<file path="src/rtl/alu_pkg.sv">
// Shared constants for the ALU operand stage: default lane geometry and mode encoding.
package alu_pkg;

  localparam int   LANES_DEF   = 2;
  localparam int   LANE_W_DEF  = 32;
  localparam logic MODE_MERGED = 1'b0;
  localparam logic MODE_FULL   = 1'b1;

endpackage

</file>
<file path="src/rtl/alu_skid_buf.sv">
// Two-entry (main + skid) valid/ready buffer with registered outputs and registered ready.
// The main entry drives the outputs directly; the skid entry absorbs one beat under backpressure.
module alu_skid_buf #(
  parameter int W = 8
) (
  input  logic         clk_i,
  input  logic         rst_i,
  input  logic         in_valid_i,
  output logic         in_ready_o,
  input  logic [W-1:0] data_i,
  output logic         out_valid_o,
  input  logic         out_ready_i,
  output logic [W-1:0] data_o
);

  logic         main_vld_q, main_vld_d;
  logic         skid_vld_q, skid_vld_d;
  logic         rdy_q, rdy_d;
  logic [W-1:0] main_q, main_d;
  logic [W-1:0] skid_q, skid_d;
  logic         accept_s;
  logic         drain_s;

  // Occupancy and data movement; ready for next cycle is derived from next occupancy
  always_comb begin
    main_vld_d = main_vld_q;
    skid_vld_d = skid_vld_q;
    main_d     = main_q;
    skid_d     = skid_q;
    accept_s   = in_valid_i && rdy_q;
    drain_s    = main_vld_q && out_ready_i;
    if (drain_s) begin
      if (skid_vld_q) begin
        // full: no accept can coincide because rdy_q is low
        main_d     = skid_q;
        skid_vld_d = 1'b0;
      end else if (accept_s) begin
        main_d = data_i;
      end else begin
        main_vld_d = 1'b0;
      end
    end else if (accept_s) begin
      if (main_vld_q) begin
        skid_d     = data_i;
        skid_vld_d = 1'b1;
      end else begin
        main_d     = data_i;
        main_vld_d = 1'b1;
      end
    end else begin
      main_vld_d = main_vld_q;
    end
    rdy_d = !(main_vld_d && skid_vld_d);
  end

  // State registers with synchronous reset
  always_ff @(posedge clk_i) begin
    if (rst_i) begin
      main_vld_q <= 1'b0;
      skid_vld_q <= 1'b0;
      rdy_q      <= 1'b1;
      main_q     <= '0;
      skid_q     <= '0;
    end else begin
      main_vld_q <= main_vld_d;
      skid_vld_q <= skid_vld_d;
      rdy_q      <= rdy_d;
      main_q     <= main_d;
      skid_q     <= skid_d;
    end
  end

  assign in_ready_o  = rdy_q;
  assign out_valid_o = main_vld_q;
  assign data_o      = main_q;

endmodule

</file>
<file path="src/rtl/alu_operand_stage.sv">
// ALU operand preparation: per-lane thread A/B merge with immediate replication, then a skid buffer.
// Optional stall counter enabled by defining ALU_OPSTAGE_PERF_EN.
module alu_operand_stage
  import alu_pkg::*;
#(
  parameter  int LANES  = LANES_DEF,
  parameter  int LANE_W = LANE_W_DEF,
  localparam int DATA_W = LANES * LANE_W
) (
  input  logic              clk,
  input  logic              rst,
  input  logic              in_valid,
  output logic              in_ready,
  input  logic [DATA_W-1:0] rs1_a,
  input  logic [DATA_W-1:0] rs2_a,
  input  logic [DATA_W-1:0] rs1_b,
  input  logic [DATA_W-1:0] rs2_b,
  input  logic              mode,
  input  logic [LANES-1:0]  lane_sel,
  input  logic              alu_src_b,
  output logic              out_valid,
  input  logic              out_ready,
  output logic [DATA_W-1:0] op_a,
  output logic [DATA_W-1:0] op_b,
  output logic [LANES-1:0]  out_lane_sel,
  output logic [31:0]       perf_stall_cnt
);

  localparam int PAY_W = 2 * DATA_W + LANES;

  logic [DATA_W-1:0] op_a_s;
  logic [DATA_W-1:0] op_b_s;
  logic [LANES-1:0]  sel_s;
  logic [PAY_W-1:0]  pay_in_s;
  logic [PAY_W-1:0]  pay_out_s;

  // Lane merge: B-selected lanes take thread B, op_b optionally the replicated lane-0 immediate
  always_comb begin
    op_a_s = rs1_a;
    op_b_s = rs2_a;
    sel_s  = '0;
    if (mode == MODE_MERGED) begin
      sel_s = lane_sel;
      for (int i = 0; i < LANES; i++) begin
        op_a_s[i*LANE_W +: LANE_W] = lane_sel[i] ? rs1_b[i*LANE_W +: LANE_W]
                                                 : rs1_a[i*LANE_W +: LANE_W];
        op_b_s[i*LANE_W +: LANE_W] = !lane_sel[i] ? rs2_a[i*LANE_W +: LANE_W]
                                   : (alu_src_b ? rs2_b[LANE_W-1:0]
                                                : rs2_b[i*LANE_W +: LANE_W]);
      end
    end else begin
      sel_s = '0;
    end
  end

  assign pay_in_s = {sel_s, op_b_s, op_a_s};

  alu_skid_buf #(
    .W (PAY_W)
  ) u_buf (
    .clk_i       (clk),
    .rst_i       (rst),
    .in_valid_i  (in_valid),
    .in_ready_o  (in_ready),
    .data_i      (pay_in_s),
    .out_valid_o (out_valid),
    .out_ready_i (out_ready),
    .data_o      (pay_out_s)
  );

  assign op_a         = pay_out_s[DATA_W-1:0];
  assign op_b         = pay_out_s[2*DATA_W-1:DATA_W];
  assign out_lane_sel = pay_out_s[PAY_W-1:2*DATA_W];

`ifdef ALU_OPSTAGE_PERF_EN
  logic [31:0] stall_q, stall_d;

  // Saturating count of cycles a valid beat is held back
  always_comb begin
    if (out_valid && !out_ready && (stall_q != 32'hFFFF_FFFF)) begin
      stall_d = stall_q + 32'd1;
    end else begin
      stall_d = stall_q;
    end
  end

  // Stall counter register
  always_ff @(posedge clk) begin
    if (rst) begin
      stall_q <= 32'd0;
    end else begin
      stall_q <= stall_d;
    end
  end

  assign perf_stall_cnt = stall_q;
`else
  assign perf_stall_cnt = 32'd0;
`endif

endmodule

</file>
<file path="config.mk">
export PLATFORM = sky130hd
export DESIGN_NAME = alu_operand_stage
export DESIGN_NICKNAME = d
export VERILOG_FILES = /design/src/rtl/alu_pkg.sv /design/src/rtl/alu_skid_buf.sv /design/src/rtl/alu_operand_stage.sv
export SDC_FILE = /design/constraint.sdc
export NUM_CORES = 1
export LEC_CHECK = 0
export ABC_AREA = 1
export ABC_CLOCK_PERIOD_IN_PS = 1350
export CORE_ASPECT_RATIO = 1.25
export CORE_UTILIZATION = 40
export DETAILED_ROUTE_END_ITERATION = 10
export PLACE_DENSITY = 0.7
export SYNTH_ARGS = -nofsm -noshare
export SYNTH_HDL_FRONTEND = slang
export SYNTH_HIERARCHICAL = 1
export SYNTH_SLANG_ARGS = --single-unit
</file>
<file path="constraint.sdc">
create_clock -name clk -period 1.35 [get_ports clk]
set_input_delay 0.2025 -clock clk [delete_from_list [all_inputs] [get_ports clk]]
set_output_delay 0.2025 -clock clk [all_outputs]
set_load 0.02 [all_outputs]
</file>
==> flow_summary.json <==
{
  "status": "complete, but fails checks",
  "violations": "setup timing",
  "pin_count": 428,
  "synth_ff_type": "dfxtp_1",
  "setup_slack_ns": -0.0922,
  "drtAntennaViolNets": 0,
  "most-common-layout-cells": "nand2_1, nor2_1, clkdlybuf4s50_1, dfxtp_1, inv_1",
  "setup_viol": 113,
  "dr.pass1.iters": 8,
  "max_freq_mhz": 693,
  "fp.dieArea_sq_mm": 0.0366,
  "cts_tree": "done",
  "ctsHtreeMaxLevel": 1,
  "std_cell_rows": 77,
  "drv_cap": 0,
  "slowest_delay_ns": 0.41,
  "grt-ovfl-total": 0,
  "critPathCaptureType": "flip-flop",
  "path_cells": "buf_6, nand3_4, buf_4, clkbuf_16, nand2_1, nand2_1, nor2_1, nor2_1",
  "antenna_found_initial": 5,
  "grt_use_total": 0.272,
  "grt_pass1_wl_um": 78300,
  "wl_per_cell_um": 17.1,
  "hold_viol_final": 0,
  "syn_area_per_cell_sq_um": 5.94,
  "synth-edff-count": 0,
  "start_kind": "flip-flop",
  "grt_pass1_vias": 14600,
  "io_buffers": 395,
  "die_w_um": 171,
  "yosys_register_bits": 263,
  "period_minus_slack_ns": 1.44,
  "hold_path.class": "in2reg",
  "dp.cells": 3189,
  "async_flop_share": 0,
  "maxSlewViolCount": 0,
  "rsz0062_at_grt": "true",
  "clkTransAtPathRegs_ns": 0.06,
  "netlist.area_leader.share": 0.368,
  "dp_hpwl_um": 35300,
  "leakage_nw": 10.1,
  "die_height_um": 214,
  "seq_area_frac_synth": 0.368,
  "power_density_mw_per_mm2": 1110,
  "clockBufferDepth": 3,
  "grt_max_degree": 75,
  "dpl_cell_area_sq_mm": 0.0189,
  "final_common_cell": "nand2_1",
  "ys_warn_count": 6,
  "final_nets": 3049,
  "cp_max_fo": 10,
  "core-area_sq_mm": 0.0354,
  "place_congestion": 1.02,
  "max-vdd-ir-drop_v": 0.00102,
  "start_util": 0.405,
  "insertion_delay_ns": 0.57,
  "stdcell_count": 3280,
  "drive_gt1_frac": 0.131,
  "arrival_ns": 1.90,
  "area_delta_synth_final_pct": 41.9,
  "slowest_stage": "dfxtp_4",
  "synth_area_leaders": "dfxtp_1, nand2_1, nor2_1",
  "cp.required_ns": 1.81,
  "drc": 0,
  "critPathKind": "reg2reg",
  "yosysTopAreaCell": "dfxtp_1",
  "fin_crit_sh": 1.07,
  "netlist_area_sq_mm": 0.0143,
  "drt_iter0_markers": 1366,
  "cts_root_buffer": "clkbuf_16",
  "numCtsBuffers": 28,
  "cts.sinks": 263,
  "stdcell_area_sq_mm": 0.0203,
  "fin_skew_ns": 0.0177,
  "via_count": 16300,
  "synthDistinctLibCells": 22,
  "synthCells": 2409,
  "via_per_inst": 4.96,
  "finalWirelength_um": 56100
}
-- layout make-up --
class / count / area (sq um)
antenna: 2 / 5.00
clock buffer: 38 / 800
clock inverter: 11 / 166
fill: 3381 / 15000
inverter: 204 / 783
multi-input combinational: 1769 / 7470
sequential: 263 / 5280
tap: 474 / 593
timing repair buffer: 518 / 5210
timing repair inverter: 1 / 16.3
-- critical path, delay by kind of cell, from the launching register on --
kind,cells,cell delay (ns)
buffers and inverters,3,0.50
flip-flops,1,0.41
AND/OR/NAND/NOR,5,0.42
-- flip-flops by register name (all words and copies together), names as in the netlist --
signal	cells
u_buf/out_valid_o	1
u_buf/skid_vld_q	1
u_buf/skid_q	130
u_buf/data_o	130
u_buf/in_ready_o	1
-- cells in the mapped netlist, types with 4 or more instances --
cell	instances
buf_1	8
buf_2	82
buf_4	47
buf_6	16
clkbuf_1	55
dfxtp_1	263
inv_1	200
nand2_1	878
nand3_1	34
nand4_1	131
nor2_1	521
o21ai_0	158
o21ai_1	4
-- routing by layer --
| metal | share of wire | wire length, um | GRT usage |
|---|---|---|---|
| met1 | 0.39 | 22100 | 0.332 |
| met5 | 0.00086 | 48 | 0 |
| met2 | 0.49 | 27700 | 0.474 |
| met4 | 0.041 | 2280 | 0.121 |
| met3 | 0.070 | 3900 | 0.0388 |
-- power by group --
part           internal, mW  switching [mW]  total [mW]
logic                  2.32            3.25        5.57
clock network          4.90            3.35        8.25
registers              8.32           0.320        8.64
total                  15.5            6.91        22.5
-- path summary, 6_finish.rpt --
check	startpoint	to	slack [ns]	cells past startpoint
setup / recovery	u_buf/out_valid_o	u_buf/data_o[59]	-0.09	8
hold / removal	out_ready	u_buf/out_valid_o	0.25	4
setup reg to reg	u_buf/out_valid_o	u_buf/data_o[59]	-0.09	8
hold reg to reg	u_buf/skid_q[113]	u_buf/skid_q[113]	0.48	2
-- kinds of logic (layout without fill, tap and decap cells) --
logic type,count (synthesis),after routing,share of synthesized area
compound gates,164,164,0.0576
other cells,1,34,0.000262
buf+inv,412,772,0.136
simple gates,1569,1573,0.439
flops,263,263,0.368
-- timing repair --
action / in CTS / in global routing
buffers inserted: 0 / 7
gates resized for setup: 553 / 156
hold buffers: 0 / 0
pin swaps: 1 / 22
setup endpoints to repair: 218 / 238
cloned: 4 / 29
-- through the flow --
step / utilization / setup TNS, ns / power, mW / hold slack, ns / setup WS, ns
after floorplan: - / 0 / 11.8 / 0.264 / 0.0304
after global placement: 0.535 / -91.89 / 14.2 / 0.460 / -0.495
after detailed placement: 0.535 / -98.10 / 14.2 / 0.471 / -0.505
after CTS: 0.549 / -1.63 / 22.1 / 0.119 / -0.0344
after global routing: 0.575 / -15.27 / 23.5 / 0.253 / -0.153
final: 0.575 / -3.17 / 22.5 / 0.247 / -0.0922
Power figures use the tool's default switching activity.
==> patch 1: new RTL, config.mk and constraints unchanged <==
The package constant `LANE_W_DEF` goes from 32 to 16.
--- a/src/rtl/alu_pkg.sv
+++ b/src/rtl/alu_pkg.sv
@@ -3,5 +3,5 @@
 
   localparam int   LANES_DEF   = 2;
-  localparam int   LANE_W_DEF  = 32;
+  localparam int   LANE_W_DEF  = 16;
   localparam logic MODE_MERGED = 1'b0;
   localparam logic MODE_FULL   = 1'b1;
Interface: changed (6 resized); port bits go from 428 to 236. No check against the original RTL was run, so the function may have changed too.
==> patch 1 against the unedited design <==
  * Clock skew shrank 10 ps
  * Global-route usage shrank 5.0 points
  * Area after synthesis shrank 48%
  * Sequential cell count shrank 128
  * Total power shrank 48%
  * Setup slack gained 120 ps
  * First-iteration DRC count shrank 65%
  * Final area shrank 49%
  * Via count shrank 52%
  * Clock power shrank 45%
  * Synthesized cell count shrank 48%
  * Wire length shrank 61%
  * Combinational power shrank 52%
  * Highest routed layer is now met4
==> patch 1: results <==
INSERT INTO impl_metrics (metric_group, metric, value, unit) VALUES
('routing', 'drt-pass1-iter-count', '5', ''),
('global_route', 'globalRouteTotalUtil', '22.3', '%'),
('worst_setup_path', 'critical_path.max_stage_delay', '370', 'ps'),
('place', 'place.port_buffers', '203', ''),
('worst_setup_path', 'timing.critical_path.arrival', '1120', 'ps'),
('final_layout', 'n_antenna_cell', '0', ''),
('cts', 'number_of_levels_in_the_clock_h_tree', '4', ''),
('final_layout', 'finish.net_count', '1565', ''),
('cts', 'worst_skew_pair.late_latency', '420', 'ps'),
('logic_synthesis', 'synth.distinct_cells', '21', ''),
('final_layout', 'drive_above_1_share', '7.35', '%'),
('global_route', 'grt_max_degree', '54', ''),
('routing', 'route.detailed.vias_per_inst', '4.71', ''),
('status', 'run_status', 'complete, no violations', ''),
('place', 'globalplace.congestion', '0.872', ''),
('routing', 'avgRoutedWirePerCell', '13.2', 'um'),
('worst_setup_path', 'worst_path_max_delay_cell', 'sky130_fd_sc_hd__dlygate4sd2_1', ''),
('final_layout', 'fillCellCount', '1811', ''),
('cts', 'cts-buffers-inserted', '17', ''),
('worst_setup_path', 'required', '1150', 'ps');
patch 1: changes by cell type in the layout (fill, tap and decap cells not counted), sizes merged, moves of 96 or more:
cell / change
nand2: -435
nor2: -256
buf: -190
clkdlybuf4s50: -129
dfxtp: -128
inv: -96
patch 1: layout make-up:
| type | instances | area, um^2 | share of cell area, % |
|---|---|---|---|
| clock inverters | 13 | 150 | 1.46 |
| inverters | 108 | 414 | 4.02 |
| multi-input cells | 917 | 3790 | 36.8 |
| clock buffers | 19 | 433 | 4.21 |
| repair buffers | 250 | 2510 | 24.4 |
| well taps | 228 | 285 | 2.77 |
| flip-flops and latches | 135 | 2710 | 26.3 |
patch 1: final timing paths:
| path | slack (ps) | endpoint | from | depth (start not counted) |
|---|---|---|---|---|
| min | 240 | u_buf/in_ready_o | out_ready | 3 |
| max reg2reg | 110 | u_buf/skid_q[0] | u_buf/out_valid_o | 6 |
| min reg2reg | 480 | u_buf/skid_q[19] | u_buf/skid_q[19] | 2 |
| max | 30 | in_ready | u_buf/in_ready_o | 1 |
patch 1: through the flow:
step           cells  TNS, ps  worst slack [ps]  utilization (%)
2_1_floorplan   1280        0              38.6                -
5_1_grt         1670    -46.5             -21.1             56.5
6_report        1670        0              29.0             56.5
4_1_cts         1668        0             0.857             56.0
3_5_place_dp    1636   -41080              -400             53.2
3_3_place_gp    1636   -38800              -396             53.2
patch 1: timing repair:
action | CTS | global route
pin swaps | 0 | 3
setup buffers | 0 | 0
cloned | 0 | 2
endpoints found under the setup margin | 68 | 107
resized for setup | 81 | 31
patch 1: layer usage:
metal / wire length, um / vias up / GRT usage [%]
li1: - / 4124 / -
met1: 9420 / 3437 / 26.5
met2: 10900 / 268 / 38.9
met3: 1040 / 33 / 3.99
met4: 630 / 0 / 10.2
met5: 0 / - / 0
patch 1: kinds of logic (layout without fill, tap and decap cells):
family	Yosys count	in the layout	share of synthesized area [%]
flip-flops	135	135	36.0
other	1	32	0.0500
buffers and inverters	228	390	15.3
AND/OR/NAND/NOR	801	801	42.9
AO/OA/AOI/OAI	84	84	5.65
patch 1: power breakdown:
group	leakage [nW]	internal [mW]	switching (mW)
sequential	1.11	4.27	0.142
combinational	3.78	1.13	1.52
clock	0.266	2.74	1.82
patch 1: worst reg2reg max path, stage by stage, from the launching register on:
cell and delay [ps]:
sky130_fd_sc_hd__dfxtp_4 400, sky130_fd_sc_hd__inv_2 50, sky130_fd_sc_hd__nor2_2 80, sky130_fd_sc_hd__nand2_2 130, sky130_fd_sc_hd__buf_6 220, sky130_fd_sc_hd__o21ai_0 190, sky130_fd_sc_hd__nor2_1 50
==> patch 2: new RTL, same flow settings <==
Made on the original files. Register the input `mode` before use. The logic sees it one clock later. The other inputs are not delayed to match.
--- a/src/rtl/alu_operand_stage.sv
+++ b/src/rtl/alu_operand_stage.sv
@@ -29,4 +29,10 @@
   localparam int PAY_W = 2 * DATA_W + LANES;
 
+  logic mode_q;
+
+  always_ff @(posedge clk) begin
+    mode_q <= mode;
+  end
+
   logic [DATA_W-1:0] op_a_s;
   logic [DATA_W-1:0] op_b_s;
@@ -40,5 +46,5 @@
     op_b_s = rs2_a;
     sel_s  = '0;
-    if (mode == MODE_MERGED) begin
+    if (mode_q == MODE_MERGED) begin
       sel_s = lane_sel;
       for (int i = 0; i < LANES; i++) begin
Check against the original RTL: not equivalent (Yosys sat finds a counterexample within 4 cycles, from zero or initial values and one cycle with rst high).
==> patch 2 against the unedited design <==
  * The run still ends with setup timing left
  * Total power up 1.9%
  * Largest cell class unchanged
  * Setup slack worse by 49 ps
  * Wire length down 3.5%
  * Area after synthesis up 0.14%
  * Final area up 3.0%
  * Critical path type unchanged
  * Cell count down 0.61%
  * Highest routed layer unchanged
  * Sequential cell count up 1
==> patch 2: results <==
INSERT INTO impl_metrics (metric_group, metric, value, unit) VALUES
('status', 'run_status', 'finished with violations', ''),
('status', 'violations', 'setup timing', ''),
('place', 'placed_cells', '3179', ''),
('global_route', 'grt_pass1_wl', '79700', 'um'),
('place', 'globalplace.congestion', '1.01', ''),
('worst_setup_path', 'critical_path.max_stage_delay', '330', 'ps'),
('power_and_ir_drop', 'ir_drop', '0.910', 'mV'),
('timing', 'final.setup.worst_slack', '-141', 'ps'),
('timing', 'setup_viol', '198', ''),
('power_and_ir_drop', 'cellLeakagePower', '10.2', 'nW'),
('routing', 'dr.first_iter.drc_count', '1304', ''),
('routing', 'drt_wl_total', '54100', 'um'),
('cts', 'cts-buffers-inserted', '29', ''),
('routing', 'route.detailed.vias_per_inst', '4.96', ''),
('routing', 'drt-pass1-iter-count', '6', ''),
('logic_synthesis', 'synth_commonest_cells', '878 x sky130_fd_sc_hd__nand2_1, 521 x sky130_fd_sc_hd__nor2_1, 264 x sky130_fd_sc_hd__dfxtp_1', ''),
('logic_synthesis', 'yosysSeqAreaShare', '36.9', '%'),
('global_route', 'antenna_found_initial', '3', ''),
('logic_synthesis', 'synth_area_per_cell', '5.95', 'um^2'),
('worst_setup_path', 'crit_path_max_fanout', '9', '');
[patch 2: changes by cell type after synthesis, sizes merged]
cell and change:
dfxtp +1
[patch 2: cell type report]
class	instances	share of cell area (%)
Tap cell	474	2.83
Inverter	204	3.80
Multi-Input combinational cell	1766	39.2
Timing Repair Buffer	498	24.0
Antenna cell	2	0.0239
Sequential cell	264	25.3
Clock buffer	37	3.90
Clock inverter	15	0.896
[patch 2: per-stage QoR]
step / area [um^2] / util, % / worst slack [ps]
after floorplan: 14500 / - / 30.4
after global placement: 18900 / 53.4 / -592
after detailed placement: 18900 / 53.4 / -560
after CTS: 19900 / 56.3 / -143
after global routing: 20900 / 59.2 / -216
final: 20900 / 59.2 / -141
[patch 2: power groups by stage]
stage	sequential [mW]	clock, mW	combinational (mW)
after floorplan	9.23	0	2.58
final	8.68	8.42	5.79
after detailed placement	8.86	0	5.44
after CTS	8.68	8.59	5.37
after global routing	8.74	8.88	6.33
after global placement	8.84	0	5.39
[patch 2: path summary, 6_finish.rpt]
check	startpoint	cells after the start	slack [ps]	end
max	mode_q	10	-140	u_buf/data_o[101]
max reg2reg	mode_q	10	-140	u_buf/data_o[101]
min	mode	1	100	mode_q
min reg2reg	u_buf/skid_q[106]	2	480	u_buf/skid_q[106]
[patch 2: logic make-up (layout without fill, tap and decap cells)]
| family | Yosys count | count (layout) | synth area share (%) |
|---|---|---|---|
| other | 1 | 34 | 0.0261 |
| buffers and inverters | 412 | 754 | 13.6 |
| DFF | 264 | 264 | 36.9 |
| and+or+nand+nor | 1569 | 1570 | 43.8 |
| AOI/OAI and AO/OA | 164 | 164 | 5.75 |
[patch 2: per-layer routing]
layer,global-route usage [%],part of all wire (%),up-vias
li1,-,-,8033
met1,33.4,40,7329
met2,47.4,49,686
met3,4.60,6.4,125
met4,13.0,4.7,2
met5,0,0.031,-
[patch 2: worst max-delay path, delay by kind of cell (launching register included)]
| family | cells | cell delay [ps] |
|---|---|---|
| buffers and inverters | 3 | 440 |
| AND/OR/NAND/NOR | 7 | 650 |
| flip-flops | 1 | 330 |
[patch 2: repair_timing]
action | CTS | global route
cloned | 5 | 13
setup endpoints to repair | 360 | 265
resized for setup | 661 | 261
pin swaps | 16 | 109
buffers inserted | 7 | 9
